## config.mk

```make
export PLATFORM = sky130hd
export DESIGN_NAME = aes_round_seq_flat
export DESIGN_NICKNAME = d
export VERILOG_FILES = /design/src/rtl/aes_round_seq_pkg.sv /design/src/rtl/aes_round_seq_if.sv /design/src/rtl/aes_round_seq_rcon_gen.sv /design/src/rtl/aes_round_seq.sv /design/src/flat_wrapper.sv
export SDC_FILE = /design/constraint.sdc
export NUM_CORES = 1
export LEC_CHECK = 0
export CORE_MARGIN = 4
export CORE_UTILIZATION = 55
export CTS_BUF_LIST = sky130_fd_sc_hd__clkbuf_4 sky130_fd_sc_hd__clkbuf_8
export CTS_CLUSTER_SIZE = 16
export DETAILED_ROUTE_END_ITERATION = 6
export PLACE_DENSITY = 0.86
export SYNTH_ARGS = -nofsm -noshare
export SYNTH_HDL_FRONTEND = slang
export SYNTH_SLANG_ARGS = --single-unit
```

## constraint.sdc

```tcl
create_clock -name clk -period 2.1 [get_ports clk]
set_input_delay 0.315 -clock clk [delete_from_list [all_inputs] [get_ports clk]]
set_output_delay 0.315 -clock clk [all_outputs]
set_load 0.02 [all_outputs]
```

## src/rtl/aes_round_seq_pkg.sv

```systemverilog
// Shared encodings, round counts and Rcon arithmetic for the AES round sequencer.
package aes_seq_pkg;

  localparam logic [1:0] KL_128 = 2'b00;
  localparam logic [1:0] KL_192 = 2'b01;
  localparam logic [1:0] KL_256 = 2'b10;

  localparam logic [3:0] NR_128 = 4'd10;
  localparam logic [3:0] NR_192 = 4'd12;
  localparam logic [3:0] NR_256 = 4'd14;

  // Last Rcon consumed by each key schedule; decryption rewinds from here.
  localparam logic [7:0] RCON_LAST_128 = 8'h36;
  localparam logic [7:0] RCON_LAST_192 = 8'h80;
  localparam logic [7:0] RCON_LAST_256 = 8'h40;
  localparam logic [7:0] RCON_FIRST    = 8'h01;

  typedef enum logic [1:0] {
    ST_IDLE = 2'd0,
    ST_RUN  = 2'd1,
    ST_DONE = 2'd2
  } seq_state_e;

  function automatic int cw_of(input int cyc);
    return (cyc > 1) ? $clog2(cyc) : 1;
  endfunction

  function automatic logic [7:0] xtime(input logic [7:0] rc);
    return {rc[6:0], 1'b0} ^ (rc[7] ? 8'h1b : 8'h00);
  endfunction

  function automatic logic [7:0] inv_xtime(input logic [7:0] rc);
    return rc[0] ? (((rc ^ 8'h1b) >> 1) | 8'h80) : (rc >> 1);
  endfunction

  function automatic logic [3:0] nr_of(input logic [1:0] kl);
    case (kl)
      KL_192:  return NR_192;
      KL_256:  return NR_256;
      default: return NR_128;
    endcase
  endfunction

  function automatic logic [7:0] rcon_init(input logic [1:0] kl, input logic dec);
    if (!dec) return RCON_FIRST;
    case (kl)
      KL_192:  return RCON_LAST_192;
      KL_256:  return RCON_LAST_256;
      default: return RCON_LAST_128;
    endcase
  endfunction

endpackage

```

## src/rtl/aes_round_seq_if.sv

```systemverilog
// Control/status bundle between the AES core controller and the round sequencer.
interface aes_round_seq_if #(
  parameter int CW = 1
);
  logic          start;
  logic [1:0]    key_len;
  logic          decrypt;
  logic          rcon_step;
  logic          busy;
  logic          done;
  logic [3:0]    rnd_idx;
  logic [CW-1:0] col_idx;
  logic          rnd_tick;
  logic          first_rnd;
  logic          final_rnd;
  logic [7:0]    rcon;

  modport master (
    output start, key_len, decrypt, rcon_step,
    input  busy, done, rnd_idx, col_idx, rnd_tick, first_rnd, final_rnd, rcon
  );

  modport slave (
    input  start, key_len, decrypt, rcon_step,
    output busy, done, rnd_idx, col_idx, rnd_tick, first_rnd, final_rnd, rcon
  );
endinterface

```

## src/rtl/aes_round_seq_rcon_gen.sv

```systemverilog
// Round-constant register: load wins over step; dir=1 steps backward (key-schedule rewind).
module rcon_gen
  import aes_seq_pkg::*;
(
  input  logic       clk,
  input  logic       rst,
  input  logic       i_load,
  input  logic [7:0] i_load_val,
  input  logic       i_step,
  input  logic       i_dir,
  output logic [7:0] o_rcon
);

  logic [7:0] r_rcon;

  always_ff @(posedge clk or posedge rst) begin
    if (rst) begin
      r_rcon <= RCON_FIRST;
    end else if (i_load) begin
      r_rcon <= i_load_val;
    end else if (i_step) begin
      r_rcon <= i_dir ? inv_xtime(r_rcon) : xtime(r_rcon);
    end
  end

  assign o_rcon = r_rcon;

endmodule

```

## src/rtl/aes_round_seq.sv

```systemverilog
// AES round sequencer: counts Nr+1 round slots folded over CYC_PER_RND cycles and owns Rcon.
//
//   state   | meaning
//   --------+---------------------------------------------------------
//   IDLE    | waiting for start
//   RUN     | stepping col_idx/rnd_idx through the Nr+1 round slots
//   DONE    | one-cycle done pulse; start here re-enters RUN directly
module aes_round_seq
  import aes_seq_pkg::*;
#(
  parameter int CYC_PER_RND = 1,
  parameter int CW          = cw_of(CYC_PER_RND)
) (
  input logic            clk,
  input logic            rst,
  aes_round_seq_if.slave bus
);

  localparam logic [CW-1:0] COL_LAST = CW'(CYC_PER_RND - 1);

  seq_state_e    r_state;
  seq_state_e    w_state_nxt;
  logic [3:0]    r_rnd_idx;
  logic [3:0]    r_nr;
  logic [CW-1:0] r_col_idx;
  logic          r_dec;

  logic          w_run;
  logic          w_accept;
  logic          w_col_wrap;
  logic          w_last;
  logic          w_step;
  logic [7:0]    w_load_val;
  logic [7:0]    w_rcon;

  assign w_run      = (r_state == ST_RUN);
  assign w_accept   = bus.start && !w_run;
  assign w_col_wrap = w_run && (r_col_idx == COL_LAST);
  assign w_last     = w_col_wrap && (r_rnd_idx == r_nr);
  assign w_step     = bus.rcon_step && w_run;
  assign w_load_val = rcon_init(bus.key_len, bus.decrypt);

  always_ff @(posedge clk or posedge rst) begin
    if (rst) begin
      r_state <= ST_IDLE;
    end else begin
      r_state <= w_state_nxt;
    end
  end

  always_comb begin
    w_state_nxt = r_state;
    case (r_state)
      ST_IDLE: if (bus.start) w_state_nxt = ST_RUN;
      ST_RUN:  if (w_last) w_state_nxt = ST_DONE;
      ST_DONE: w_state_nxt = bus.start ? ST_RUN : ST_IDLE;
      default: w_state_nxt = ST_IDLE;
    endcase
  end

  // rnd_idx holds at Nr after the last slot so DONE still reports it.
  always_ff @(posedge clk or posedge rst) begin
    if (rst) begin
      r_rnd_idx <= 4'd0;
      r_col_idx <= '0;
      r_nr      <= NR_128;
      r_dec     <= 1'b0;
    end else if (w_accept) begin
      r_rnd_idx <= 4'd0;
      r_col_idx <= '0;
      r_nr      <= nr_of(bus.key_len);
      r_dec     <= bus.decrypt;
    end else if (w_run) begin
      if (w_col_wrap) begin
        r_col_idx <= '0;
        if (!w_last) r_rnd_idx <= r_rnd_idx + 4'd1;
      end else begin
        r_col_idx <= r_col_idx + 1'b1;
      end
    end
  end

  rcon_gen u_rcon_gen (
    .clk       (clk),
    .rst       (rst),
    .i_load    (w_accept),
    .i_load_val(w_load_val),
    .i_step    (w_step),
    .i_dir     (r_dec),
    .o_rcon    (w_rcon)
  );

  assign bus.busy      = w_run;
  assign bus.done      = (r_state == ST_DONE);
  assign bus.rnd_idx   = r_rnd_idx;
  assign bus.col_idx   = r_col_idx;
  assign bus.rnd_tick  = w_col_wrap;
  assign bus.first_rnd = w_run && (r_rnd_idx == 4'd0);
  assign bus.final_rnd = w_run && (r_rnd_idx == r_nr);
  assign bus.rcon      = w_rcon;

endmodule

```

## src/flat_wrapper.sv

```systemverilog
// flat-port wrapper written by rule: the top's interface ports become plain ports
module aes_round_seq_flat import aes_seq_pkg::*;
#(
  parameter int CYC_PER_RND = 1,
  parameter int CW          = cw_of(CYC_PER_RND)
)
  (clk, rst, bus_start, bus_key_len, bus_decrypt, bus_rcon_step, bus_busy, bus_done, bus_rnd_idx, bus_col_idx, bus_rnd_tick, bus_first_rnd, bus_final_rnd, bus_rcon);
  aes_round_seq_if #(.CW(CW)) bus_i ();
  input logic clk;
  input logic rst;
  input wire logic [$bits(bus_i.start)-1:0] bus_start;
  input wire logic [$bits(bus_i.key_len)-1:0] bus_key_len;
  input wire logic [$bits(bus_i.decrypt)-1:0] bus_decrypt;
  input wire logic [$bits(bus_i.rcon_step)-1:0] bus_rcon_step;
  output wire logic [$bits(bus_i.busy)-1:0] bus_busy;
  output wire logic [$bits(bus_i.done)-1:0] bus_done;
  output wire logic [$bits(bus_i.rnd_idx)-1:0] bus_rnd_idx;
  output wire logic [$bits(bus_i.col_idx)-1:0] bus_col_idx;
  output wire logic [$bits(bus_i.rnd_tick)-1:0] bus_rnd_tick;
  output wire logic [$bits(bus_i.first_rnd)-1:0] bus_first_rnd;
  output wire logic [$bits(bus_i.final_rnd)-1:0] bus_final_rnd;
  output wire logic [$bits(bus_i.rcon)-1:0] bus_rcon;
  assign bus_i.start = bus_start;
  assign bus_i.key_len = bus_key_len;
  assign bus_i.decrypt = bus_decrypt;
  assign bus_i.rcon_step = bus_rcon_step;
  assign bus_busy = bus_i.busy;
  assign bus_done = bus_i.done;
  assign bus_rnd_idx = bus_i.rnd_idx;
  assign bus_col_idx = bus_i.col_idx;
  assign bus_rnd_tick = bus_i.rnd_tick;
  assign bus_first_rnd = bus_i.first_rnd;
  assign bus_final_rnd = bus_i.final_rnd;
  assign bus_rcon = bus_i.rcon;
  aes_round_seq #(.CYC_PER_RND(CYC_PER_RND), .CW(CW)) u_core (.clk(clk), .rst(rst), .bus(bus_i));
endmodule
```

==> summary.txt <==
area leader, netlist = dfrtp_1
met3 routed WL = 122 µm
mapped cell area = 1130 µm²
highest routed layer = met4
Worst Clk Skew = 0.00488 ns
FMAX = 505 MHz
total routed wirelength = 2860 µm
CTS Buffer Depth = 2
status = finished, final reports clean
Rel. slew slack = 53.0%
Async SR Flop Fraction = 100%
antenna cells = 0
Global Route Usage Sum = 22.6%
Crit. Startpoint = u_core.r_state[1]
via count = 1,011
Via-to-Cell Ratio = 5.98
Root Buffer = clkbuf_4
top cell type's share of synthesized area = 35.4%
area delta synth->final = 29.9%
Port Buffers = 24
die width = 53.4 µm
worst min path class = primary input to async pin
core area = 1960 µm²
wire length on met2 = 1510 µm
Final Setup Violations = 0
Reg-to-Reg Start = u_core.r_state[0]
TritonCTS clock tree = done
half-perimeter wire length after placement = 2180 µm
Setup CP Type = flop to primary output
TNS Setup = 0 ns
register area share after synthesis = 40.0%
wl on met1 = 1170 µm
RSZ-0062 raised after global routing = false
Initial Util = 57.7%
Die Height = 53.4 µm
Final period util = 94.4%
Reg2Reg Setup Slack = 0.45 ns
full die area = 2850 µm²
H-tree lvl count = 1
nets = 154
post-route antenna net violation count = 0
largest net degree at the start of global routing = 19
clk_lat worst skew = 0.30 ns
GPL Wtd Cong = 0.886
pins over their slew limit = 0
global-route wire length before repair = 4600 µm
Cell Rows = 16
Synth Net Count = 124
synthesized area per cell = 10.0 µm²
main area contributors after synthesis = dfrtp_1, mux2i_1, dfstp_2
fin util = 75.0%
share of layout cells above drive strength 1 = 16.9%
initial antenna violation count = 0
EDFF count, synth = 0
number of global-route vias before repair = 954
CP endpoint kind = primary output
critical path required time = 1.78 ns
Ys Warns = 0
worst-path maximum fanout = 6
Critical Path AT = 1.67 ns
FF+latch count, synth = 18
Final min period = 1.98 ns
Leak = 0.000653 µW
CTS Buf Count = 3
total congestion overflow = 0
1st-iter DRT viols = 20
R2R depth = 5
Peak VDD IR = 0.000814 V
clock-pin slew on the worst setup and hold paths = 0.11 ns
final hold viol count = 0
DR DRC count = 0
Max-Cap Viols = 0
CP startpoint kind = flop
Reg2Reg Capture Point = u_core.r_dec
Sink Count = 18
Wirelength per Cell = 16.9 µm
total I/O pin count = 25
pwr dens = 1560 nW/µm²
Synth Flop Type = dfrtp_1
Netlist cell types = 44
Mapped Cells = 113
Least-Margin Pin Slew = 0.704 ns
First-pass DRT Iterations = 4
-- how the worst max path moves through the flow --
| stage | end | slack, ns | cells after the start |
|---|---|---|---|
| final | bus_rnd_tick | 0.12 | 3 |
| after global routing | bus_first_rnd | 0.05 | 4 |
| after CTS | bus_final_rnd | 0.01 | 4 |
| after detailed placement | bus_final_rnd | 0.07 | 4 |
| after global placement | bus_final_rnd | 0.12 | 4 |
| after floorplan | bus_final_rnd | 0.39 | 3 |
-- metrics by stage --
| step | hold WS [ns] | std cells | setup WS [ns] | power, µW | cell area (µm²) |
|---|---|---|---|---|---|
| floorplan | 0.252 | 113 | 0.393 | 1550 | 1130 |
| global route | 0.469 | 169 | 0.0541 | 2450 | 1470 |
| CTS | 0.437 | 169 | 0.0141 | 2310 | 1470 |
| finish | 0.412 | 169 | 0.118 | 2300 | 1470 |
| global placement | 0.523 | 165 | 0.125 | 2020 | 1440 |
| detailed placement | 0.525 | 165 | 0.0715 | 2090 | 1440 |
-- per-layer routing --
metal	vias up	track usage (%)
li1	476	-
met3	5	3.38
met4	0	8.09
met5	-	0
met1	494	27.4
met2	36	40.0
-- worst max-delay path, cell delays in order, from the launching register on --
cell and delay [ns]:
dfrtp_1 0.39, buf_4 0.15, nor3b_2 0.18, clkdlybuf4s50_1 0.64
-- synthesized netlist by cell type (2+ instances only) --
| cell type | n |
|---|---|
| xnor2_1 | 2 |
| nand3b_1 | 2 |
| ha_1 | 4 |
| o22ai_1 | 2 |
| inv_1 | 8 |
| clkbuf_1 | 3 |
| buf_2 | 5 |
| nor2b_1 | 3 |
| o21ai_1 | 6 |
| o2111a_1 | 2 |
| nand4_1 | 3 |
| nand2b_1 | 2 |
| mux2i_1 | 6 |
| mux2_2 | 2 |
| nand2_1 | 3 |
| dfstp_2 | 2 |
| dfrtp_1 | 16 |
| a21oi_1 | 6 |
| a211oi_1 | 2 |
| xor2_1 | 5 |
| a31oi_1 | 4 |
| nor4bb_1 | 2 |
| mux2_1 | 2 |
-- layout by cell type, fill, tap and decap left out, drive strengths merged, types with 4 or more instances in the layout --
| cell type | netlist | layout |
|---|---|---|
| a21oi | 6 | 6 |
| a31oi | 4 | 4 |
| buf | 5 | 9 |
| clkbuf | 3 | 5 |
| clkdlybuf4s50 | 0 | 21 |
| dfrtp | 16 | 16 |
| ha | 4 | 4 |
| inv | 9 | 9 |
| mux2 | 4 | 4 |
| mux2i | 6 | 6 |
| o21ai | 7 | 7 |
| xor2 | 5 | 5 |
-- power by group --
group          internal, µW  total (µW)  switching (µW)
Clock                   106         223             117
Combinational           670        1360             688
Sequential              512         718             206
Total                  1290        2300            1010
-- area by class of cell --
type / instances / area (µm²)
inverter: 9 / 33.8
multi-input combinational: 78 / 609
tap: 27 / 33.8
sequential: 18 / 454
clock buffer: 4 / 36.3
fill: 160 / 490
timing repair buffer: 33 / 304
-- registers in the layout, summed over array words and instances, names as in the netlist --
name,cells
u_core.r_nr,2
u_core.bus.rnd_idx,4
u_core.bus.col_idx,1
u_core.u_rcon_gen.o_rcon,8
u_core.r_dec,1
u_core.r_state,2
-- cell families after synthesis --
group / after synthesis / synth area share [%]
buf+inv: 17 / 6.19
mux: 10 / 9.28
simple gates: 27 / 17.0
compound gates: 30 / 17.7
fa+ha+maj: 4 / 4.42
xor+xnor: 7 / 5.41
flops: 18 / 40.0
-- what timing repair did --
action                                  CTS  global route
endpoints found under the setup margin    2             2
hold buffers                              0             0
gates resized for setup                   3             3
cloned                                    0             0
setup buffers                             0             0
pin swaps                                 0             0
(Power assumes the default switching activity.)
